==> src/rtl/snes_pad_device.sv <==
// SNES controller device side: filters the host's latch/clock lines, latches the
// button state on the latch falling edge and shifts 16 bits out LSB-first.
module snes_pad_device #(
    parameter int FILTER  = 3,
    parameter int TIMEOUT = 21477
) (
    input  logic        clk,
    input  logic        reset,
    input  logic [11:0] buttons,
    input  logic        joy_strb,
    input  logic        joy_clk,
    output logic        joy_data,
    output logic        busy,
    output logic        poll_done,
    output logic        timeout_err
);

    typedef enum logic [1:0] {
        S_IDLE,
        S_LATCH,
        S_SHIFT,
        S_DONE
    } state_t;

    localparam int CH_STRB = 0;
    localparam int CH_CLK  = 1;

    // Host pins, one channel each: [0] = strobe, [1] = shift clock.
    logic [1:0] w_pin;
    logic [1:0] w_accept;
    logic [1:0] w_filt_new;

    assign w_pin = {joy_clk, joy_strb};

    generate
        for (genvar gi = 0; gi < 2; gi++) begin : g_in
            // Strobe idles low, shift clock idles high.
            localparam logic RST_LVL = (gi == CH_CLK);

            logic       r_s1;
            logic       r_s2;
            logic       r_filt;
            logic [3:0] r_fcnt;
            logic       w_acc;

            // A new level is taken once it has differed from the filtered value for FILTER cycles.
            assign w_acc = (r_s2 != r_filt) && (r_fcnt == 4'(FILTER - 1));

            always_ff @(posedge clk) begin
                if (reset) begin
                    r_s1   <= RST_LVL;
                    r_s2   <= RST_LVL;
                    r_filt <= RST_LVL;
                    r_fcnt <= 4'd0;
                end else begin
                    r_s1 <= w_pin[gi];
                    r_s2 <= r_s1;
                    if (r_s2 == r_filt) begin
                        r_fcnt <= 4'd0;
                    end else if (w_acc) begin
                        r_filt <= r_s2;
                        r_fcnt <= 4'd0;
                    end else begin
                        r_fcnt <= r_fcnt + 4'd1;
                    end
                end
            end

            assign w_accept[gi]   = w_acc;
            assign w_filt_new[gi] = w_acc ? r_s2 : r_filt;
        end
    endgenerate

    // The FSM reacts to the level being accepted this cycle, not the registered one,
    // which keeps pin-to-wire latency at 2 + FILTER cycles.
    logic w_strb;
    logic w_clk_rise;

    assign w_strb     = w_filt_new[CH_STRB];
    assign w_clk_rise = w_accept[CH_CLK] & w_filt_new[CH_CLK];

    state_t      r_state;
    state_t      w_state_next;
    logic [15:0] r_sr;
    logic [15:0] w_sr_next;
    logic [4:0]  r_cnt;
    logic [4:0]  w_cnt_next;
    logic [15:0] r_tmo;
    logic [15:0] w_tmo_next;
    logic        r_poll_done;
    logic        w_poll_done_next;
    logic        r_tmo_err;
    logic        w_tmo_err_next;

    logic [15:0] w_load;
    logic [15:0] w_tmo_inc;
    logic        w_tmo_hit;

    // Pad ID nibble is logically 0000 (nothing pressed), i.e. high on the active-low wire.
    assign w_load    = ~{4'b0000, buttons};
    assign w_tmo_inc = r_tmo + 16'd1;
    assign w_tmo_hit = (r_tmo == 16'(TIMEOUT - 1));

    always_comb begin
        w_state_next     = r_state;
        w_sr_next        = r_sr;
        w_cnt_next       = r_cnt;
        w_tmo_next       = r_tmo;
        w_poll_done_next = 1'b0;
        w_tmo_err_next   = 1'b0;

        if (w_strb) begin
            // Strobe wins over everything, including a same-cycle clock edge.
            w_state_next = S_LATCH;
            w_sr_next    = w_load;
            w_cnt_next   = 5'd0;
            w_tmo_next   = 16'd0;
        end else begin
            unique case (r_state)
                S_IDLE: begin
                end
                S_LATCH: begin
                    w_state_next = S_SHIFT;
                    w_cnt_next   = 5'd0;
                    w_tmo_next   = 16'd0;
                end
                S_SHIFT: begin
                    if (w_clk_rise) begin
                        w_sr_next  = {1'b1, r_sr[15:1]};
                        w_cnt_next = r_cnt + 5'd1;
                        w_tmo_next = 16'd0;
                        if (r_cnt == 5'd15) begin
                            w_state_next     = S_DONE;
                            w_poll_done_next = 1'b1;
                        end
                    end else if (w_tmo_hit) begin
                        w_state_next   = S_IDLE;
                        w_sr_next      = 16'hFFFF;
                        w_cnt_next     = 5'd0;
                        w_tmo_next     = 16'd0;
                        w_tmo_err_next = 1'b1;
                    end else begin
                        w_tmo_next = w_tmo_inc;
                    end
                end
                S_DONE: begin
                    if (w_clk_rise) begin
                        w_tmo_next = 16'd0;
                    end else if (w_tmo_hit) begin
                        w_state_next = S_IDLE;
                        w_sr_next    = 16'hFFFF;
                        w_cnt_next   = 5'd0;
                        w_tmo_next   = 16'd0;
                    end else begin
                        w_tmo_next = w_tmo_inc;
                    end
                end
                default: begin
                    w_state_next = S_IDLE;
                end
            endcase
        end
    end

    always_ff @(posedge clk) begin
        if (reset) begin
            r_state     <= S_IDLE;
            r_sr        <= 16'hFFFF;
            r_cnt       <= 5'd0;
            r_tmo       <= 16'd0;
            r_poll_done <= 1'b0;
            r_tmo_err   <= 1'b0;
        end else begin
            r_state     <= w_state_next;
            r_sr        <= w_sr_next;
            r_cnt       <= w_cnt_next;
            r_tmo       <= w_tmo_next;
            r_poll_done <= w_poll_done_next;
            r_tmo_err   <= w_tmo_err_next;
        end
    end

    always_comb begin
        joy_data = 1'b1;
        unique case (r_state)
            S_LATCH, S_SHIFT: joy_data = r_sr[0];
            S_DONE:           joy_data = 1'b0;
            default:          joy_data = 1'b1;
        endcase
    end

    assign busy        = (r_state != S_IDLE);
    assign poll_done   = r_poll_done;
    assign timeout_err = r_tmo_err;

endmodule
==> config.mk <==
export PLATFORM = sky130hd
export DESIGN_NAME = snes_pad_device
export DESIGN_NICKNAME = d
export VERILOG_FILES = /design/src/rtl/snes_pad_device.sv
export SDC_FILE = /design/constraint.sdc
export NUM_CORES = 1
export LEC_CHECK = 0
export ABC_CLOCK_PERIOD_IN_PS = 6000
export BUFFER_PORTS_ARGS = -buffer_cell sky130_fd_sc_hd__buf_4
export CAP_MARGIN = 20
export CORE_MARGIN = 5
export CORE_UTILIZATION = 52
export CTS_CLUSTER_DIAMETER = 30
export CTS_CLUSTER_SIZE = 25
export DETAILED_ROUTE_END_ITERATION = 10
export PLACE_DENSITY_LB_ADDON = 0.1
export SYNTH_ARGS = -nofsm -noshare
export SYNTH_HDL_FRONTEND = slang
export SYNTH_SLANG_ARGS = --single-unit
==> constraint.sdc <==
create_clock -name clk -period 6 [get_ports clk]
set_clock_uncertainty 0.2 [all_clocks]
set_input_delay 1.2 -clock clk [delete_from_list [all_inputs] [get_ports clk]]
set_output_delay 1.2 -clock clk [all_outputs]
set_load 0.01 [all_outputs]
==> impl_metrics.prom <==
# TYPE chip_impl_metric gauge
chip_impl_info{name="synth_top_cells_by_count",value="57 x nor2_1, 55 x dfxtp_1, 38 x a21oi_1"} 1
chip_impl_metric{name="via_count",unit=""} 2471
chip_impl_metric{name="drt-wirelength-per-cell",unit="µm"} 13.6
chip_impl_metric{name="detailedRoute.firstIterationViolations",unit=""} 159
chip_impl_metric{name="synth.ff_latch_count",unit=""} 55
chip_impl_metric{name="synth_edf_count",unit=""} 0
chip_impl_metric{name="totalNegativeSetupSlack",unit="ps"} 0
chip_impl_info{name="worstReg2RegEnd",value="r_sr[15]$_SDFFE_PP1P_"} 1
chip_impl_metric{name="critical_path.max_fanout",unit=""} 18
chip_impl_metric{name="clock_path_buffers",unit=""} 2
chip_impl_info{name="rsz_0062_raised_after_global_routing",value="no"} 1
chip_impl_metric{name="cts_htree_levels",unit=""} 2
chip_impl_metric{name="port_bufs",unit=""} 19
chip_impl_metric{name="layoutNonFillerInstCount",unit=""} 435
chip_impl_metric{name="start_util",unit="%"} 52.6
chip_impl_info{name="critPathKind",value="reg2out"} 1
chip_impl_metric{name="row_count",unit=""} 27
chip_impl_metric{name="gr-usage-met2",unit="%"} 30.0
chip_impl_metric{name="post_synth_instance_area",unit="mm²"} 0.00286
chip_impl_info{name="r2r-start",value="g_in[0].r_fcnt[0]$_SDFF_PP0_"} 1
chip_impl_metric{name="cts.sink_count",unit=""} 55
chip_impl_metric{name="p_seq_share",unit="%"} 53.1
chip_impl_metric{name="post-route-drc-count",unit=""} 0
chip_impl_metric{name="timing_worst_slew_pin_value",unit="ps"} 991
chip_impl_metric{name="detail_route.first_pass.iterations",unit=""} 4
chip_impl_metric{name="ir_drop",unit="µV"} 123
chip_impl_metric{name="die_height",unit="µm"} 84.2
chip_impl_info{name="worst_setup_path_startpoint",value="r_state[1]$_SDFFE_PP0P_"} 1
chip_impl_metric{name="vias_in_the_first_global_route",unit=""} 2287
chip_impl_metric{name="min_period",unit="ps"} 3500
chip_impl_info{name="leading_area_contributor_after_synthesis",value="dfxtp_1"} 1
chip_impl_metric{name="cts_setup_buffers",unit=""} 0
chip_impl_metric{name="share_comb_of_total_power",unit="%"} 12.3
chip_impl_info{name="worstSetupStartpointType",value="flop"} 1
chip_impl_metric{name="place.gp.congestion",unit=""} 0.768
chip_impl_metric{name="p_sw",unit="W"} 0.000192
chip_impl_metric{name="placeableCoreArea",unit="mm²"} 0.00544
chip_impl_metric{name="route.final.wire_length",unit="µm"} 5910
chip_impl_metric{name="gr-usage-met1",unit="%"} 21.8
chip_impl_metric{name="multi_input_area",unit="mm²"} 0.00159
chip_impl_metric{name="globalRoute.totalOverflow",unit=""} 0
chip_impl_info{name="yosysMostFrequentCell",value="nor2_1"} 1
chip_impl_info{name="clockRootBuffer",value="clkbuf_8"} 1
chip_impl_metric{name="hold_bufs_inserted_after_cts",unit=""} 0
chip_impl_metric{name="drive_gt1_share",unit="%"} 11.6
chip_impl_metric{name="clk_pin_slew_worst_setup_hold_paths",unit="ps"} 100
chip_impl_metric{name="synthCells",unit=""} 358
chip_impl_metric{name="pwr_density_cell",unit="mW/mm²"} 238
chip_impl_info{name="cts_tree",value="yes"} 1
chip_impl_metric{name="crit_required",unit="ps"} 4600
chip_impl_metric{name="layout.filler_cells",unit=""} 505
chip_impl_metric{name="cts-buffers-inserted",unit=""} 5
chip_impl_info{name="yosys-top-cells-area",value="dfxtp_1 38%, nor2_1 7.5%, a21oi_1 6.6%"} 1
chip_impl_metric{name="die_area",unit="mm²"} 0.00708
chip_impl_metric{name="ff2ff_path_depth",unit=""} 6
chip_impl_metric{name="finalHoldWorstSlack",unit="ps"} 237
chip_impl_metric{name="layout.nets",unit=""} 389
chip_impl_metric{name="placed_cell_count",unit=""} 427
chip_impl_metric{name="synth_top_area_share",unit="%"} 38.5
chip_impl_metric{name="worst_ep_arrival_time",unit="ps"} 2100
chip_impl_info{name="ys_dominant_reg_cell",value="dfxtp_1"} 1
chip_impl_metric{name="final_antenna_net_count",unit=""} 0
chip_impl_metric{name="final-max-slew-violation-count",unit=""} 0
chip_impl_info{name="endpoint_kind",value="primary output"} 1
chip_impl_metric{name="worst_skew_pair_latency",unit="ps"} 310
chip_impl_info{name="timing.hold.worst.start",value="g_in[1].r_s1$_SDFF_PP1_"} 1
chip_impl_metric{name="syn_avg_cell_area",unit="µm²"} 7.99
chip_impl_metric{name="global_route.usage.total",unit="%"} 17.3
chip_impl_metric{name="slew_headroom",unit="%"} 34.0
chip_impl_metric{name="fin_crit_sh",unit="%"} 58.3
chip_impl_metric{name="area_growth",unit="%"} 7.92
chip_impl_metric{name="p_clk_share",unit="%"} 34.6
chip_impl_metric{name="ys_async_sr_fraction",unit="%"} 0
chip_impl_metric{name="net_count_after_synthesis",unit=""} 385
chip_impl_metric{name="n_antenna_cell",unit=""} 0
chip_impl_metric{name="count_of_instances_resized_after_the_clock_tree_is_built",unit=""} 0
chip_impl_metric{name="regArea",unit="mm²"} 0.00110
chip_impl_metric{name="dpl_wire_length",unit="µm"} 3960
chip_impl_metric{name="met3_usage",unit="%"} 3.34
chip_impl_metric{name="internal-power",unit="W"} 0.000542
chip_impl_metric{name="first_pass_grt_wire_length",unit="µm"} 10400
chip_impl_metric{name="synth_seq_area_share",unit="%"} 38.5
chip_impl_metric{name="width_of_the_die",unit="µm"} 84.2
chip_impl_info{name="status",value="completed"} 1
chip_impl_metric{name="max_cap_violations",unit=""} 0
chip_impl_metric{name="leakagePower",unit="nW"} 1.20
chip_impl_metric{name="final_hold_viol_count",unit=""} 0
chip_impl_metric{name="setup_viol",unit=""} 0
chip_impl_metric{name="synthDistinctLibCells",unit=""} 55
chip_impl_metric{name="grt_antenna_before_repair",unit=""} 0
chip_impl_metric{name="r2r_setup_slack",unit="ps"} 3050
chip_impl_info{name="grt_most_used_layer",value="met2"} 1
chip_impl_metric{name="finish.utilization",unit="%"} 56.8
chip_impl_metric{name="avgViaCountPerCell",unit=""} 5.68
chip_impl_metric{name="grt_start_max_net_pins",unit=""} 26
chip_impl_metric{name="yosys_warnings",unit=""} 0
chip_impl_metric{name="netSwitchingFraction",unit="%"} 26.2
chip_impl_metric{name="finalPower",unit="W"} 0.000734
chip_impl_info{name="hp-class",value="reg2reg"} 1
chip_impl_metric{name="fmax",unit="MHz"} 286
chip_impl_metric{name="num_io_pins",unit=""} 20
chip_impl_info{name="worst_setup_path_endpoint",value="joy_data"} 1
## layer usage
layer  part of all wire [%]  vias to the layer above
li1                       -                     1262
met1                     47                     1153
met2                     48                       47
met3                    3.9                        9
met4                    1.6                        0
met5                      0                        -
## cell type report
| class | instances | share of cell area (%) |
|---|---|---|
| Multi-Input combinational cell | 269 | 51.6 |
| Sequential cell | 55 | 35.7 |
| Timing Repair Buffer | 19 | 4.62 |
| Tap cell | 72 | 2.92 |
| Clock buffer | 5 | 2.23 |
| Clock inverter | 3 | 1.54 |
| Inverter | 12 | 1.46 |
## worst max-delay path: stages (launching register included)
cell and delay (ps):
dfxtp_1 400, ha_1 320, clkinv_1 480, mux2_2 450
buf_4 140
## metrics by stage
stage / setup slack, ps / area, µm²
detailed placement: 2900 / 2970
CTS: 2520 / 3090
global route: 2360 / 3090
floorplan: 3160 / 2860
global placement: 2930 / 2970
finish: 2500 / 3090
## layout by cell type (no fill, tap or decap), drive strengths merged, types with 2 or more instances in the layout
master / count
mux2i: 2
a31oi: 5
a41oi: 3
nor2b: 8
nand3: 17
o21ai: 21
xnor2: 3
o21a: 2
nand4: 4
a21oi: 38
xor2: 4
a211oi: 4
nor2: 57
nand2: 36
a311oi: 4
and3: 4
clkinv: 2
or3: 2
o32a: 3
buf: 19
ha: 11
inv: 12
nor3: 5
o211ai: 4
clkbuf: 5
and4: 4
nor3b: 3
nand2b: 4
a22oi: 2
nor4: 4
dfxtp: 55
or2: 3
## power groups by stage
| stage | combinational (W) | sequential (W) | clock, W |
|---|---|---|---|
| 2_1_floorplan | 0.0000695 | 0.000395 | 0 |
| 3_3_place_gp | 0.0000896 | 0.000398 | 0 |
| 3_5_place_dp | 0.0000900 | 0.000397 | 0 |
| 4_1_cts | 0.0000906 | 0.000389 | 0.000266 |
| 5_1_grt | 0.000105 | 0.000391 | 0.000277 |
| 6_report | 0.0000904 | 0.000389 | 0.000254 |
## how the worst min path moves through the flow
stage                                          to  slack, ps  depth (start not counted)
after detailed placement  g_in[1].r_s2$_SDFF_PP1_        200                          1
after global placement    g_in[1].r_s2$_SDFF_PP1_        200                          1
after floorplan           g_in[1].r_s2$_SDFF_PP1_        190                          1
after CTS                 g_in[1].r_s2$_SDFF_PP1_        240                          1
final                     g_in[1].r_s2$_SDFF_PP1_        240                          1
after global routing      g_in[1].r_s2$_SDFF_PP1_        260                          1
## registers in the layout, indices dropped and copies added (netlist names)
signal / count
r_sr: 16
r_tmo: 16
g_in.r_s1: 2
g_in.r_fcnt: 8
r_state: 2
r_cnt: 5
g_in.r_s2: 2
timeout_err: 1
g_in.r_filt: 2
poll_done: 1
## cells by family (layout without fill, tap and decap cells)
family                     count (synthesis)  count (layout)  synth area share, %
AOI/OAI and AO/OA                         93              93                 20.5
xor gates and xnor gates                   7               7                 2.14
adders and majority gates                 11              11                 4.81
buffers and inverters                     34              39                 5.86
DFF                                       55              55                 38.5
muxes                                      3               3                 1.09
and+or+nand+nor                          155             155                 27.1
Note: power is estimated with default switching activity, not from simulation.
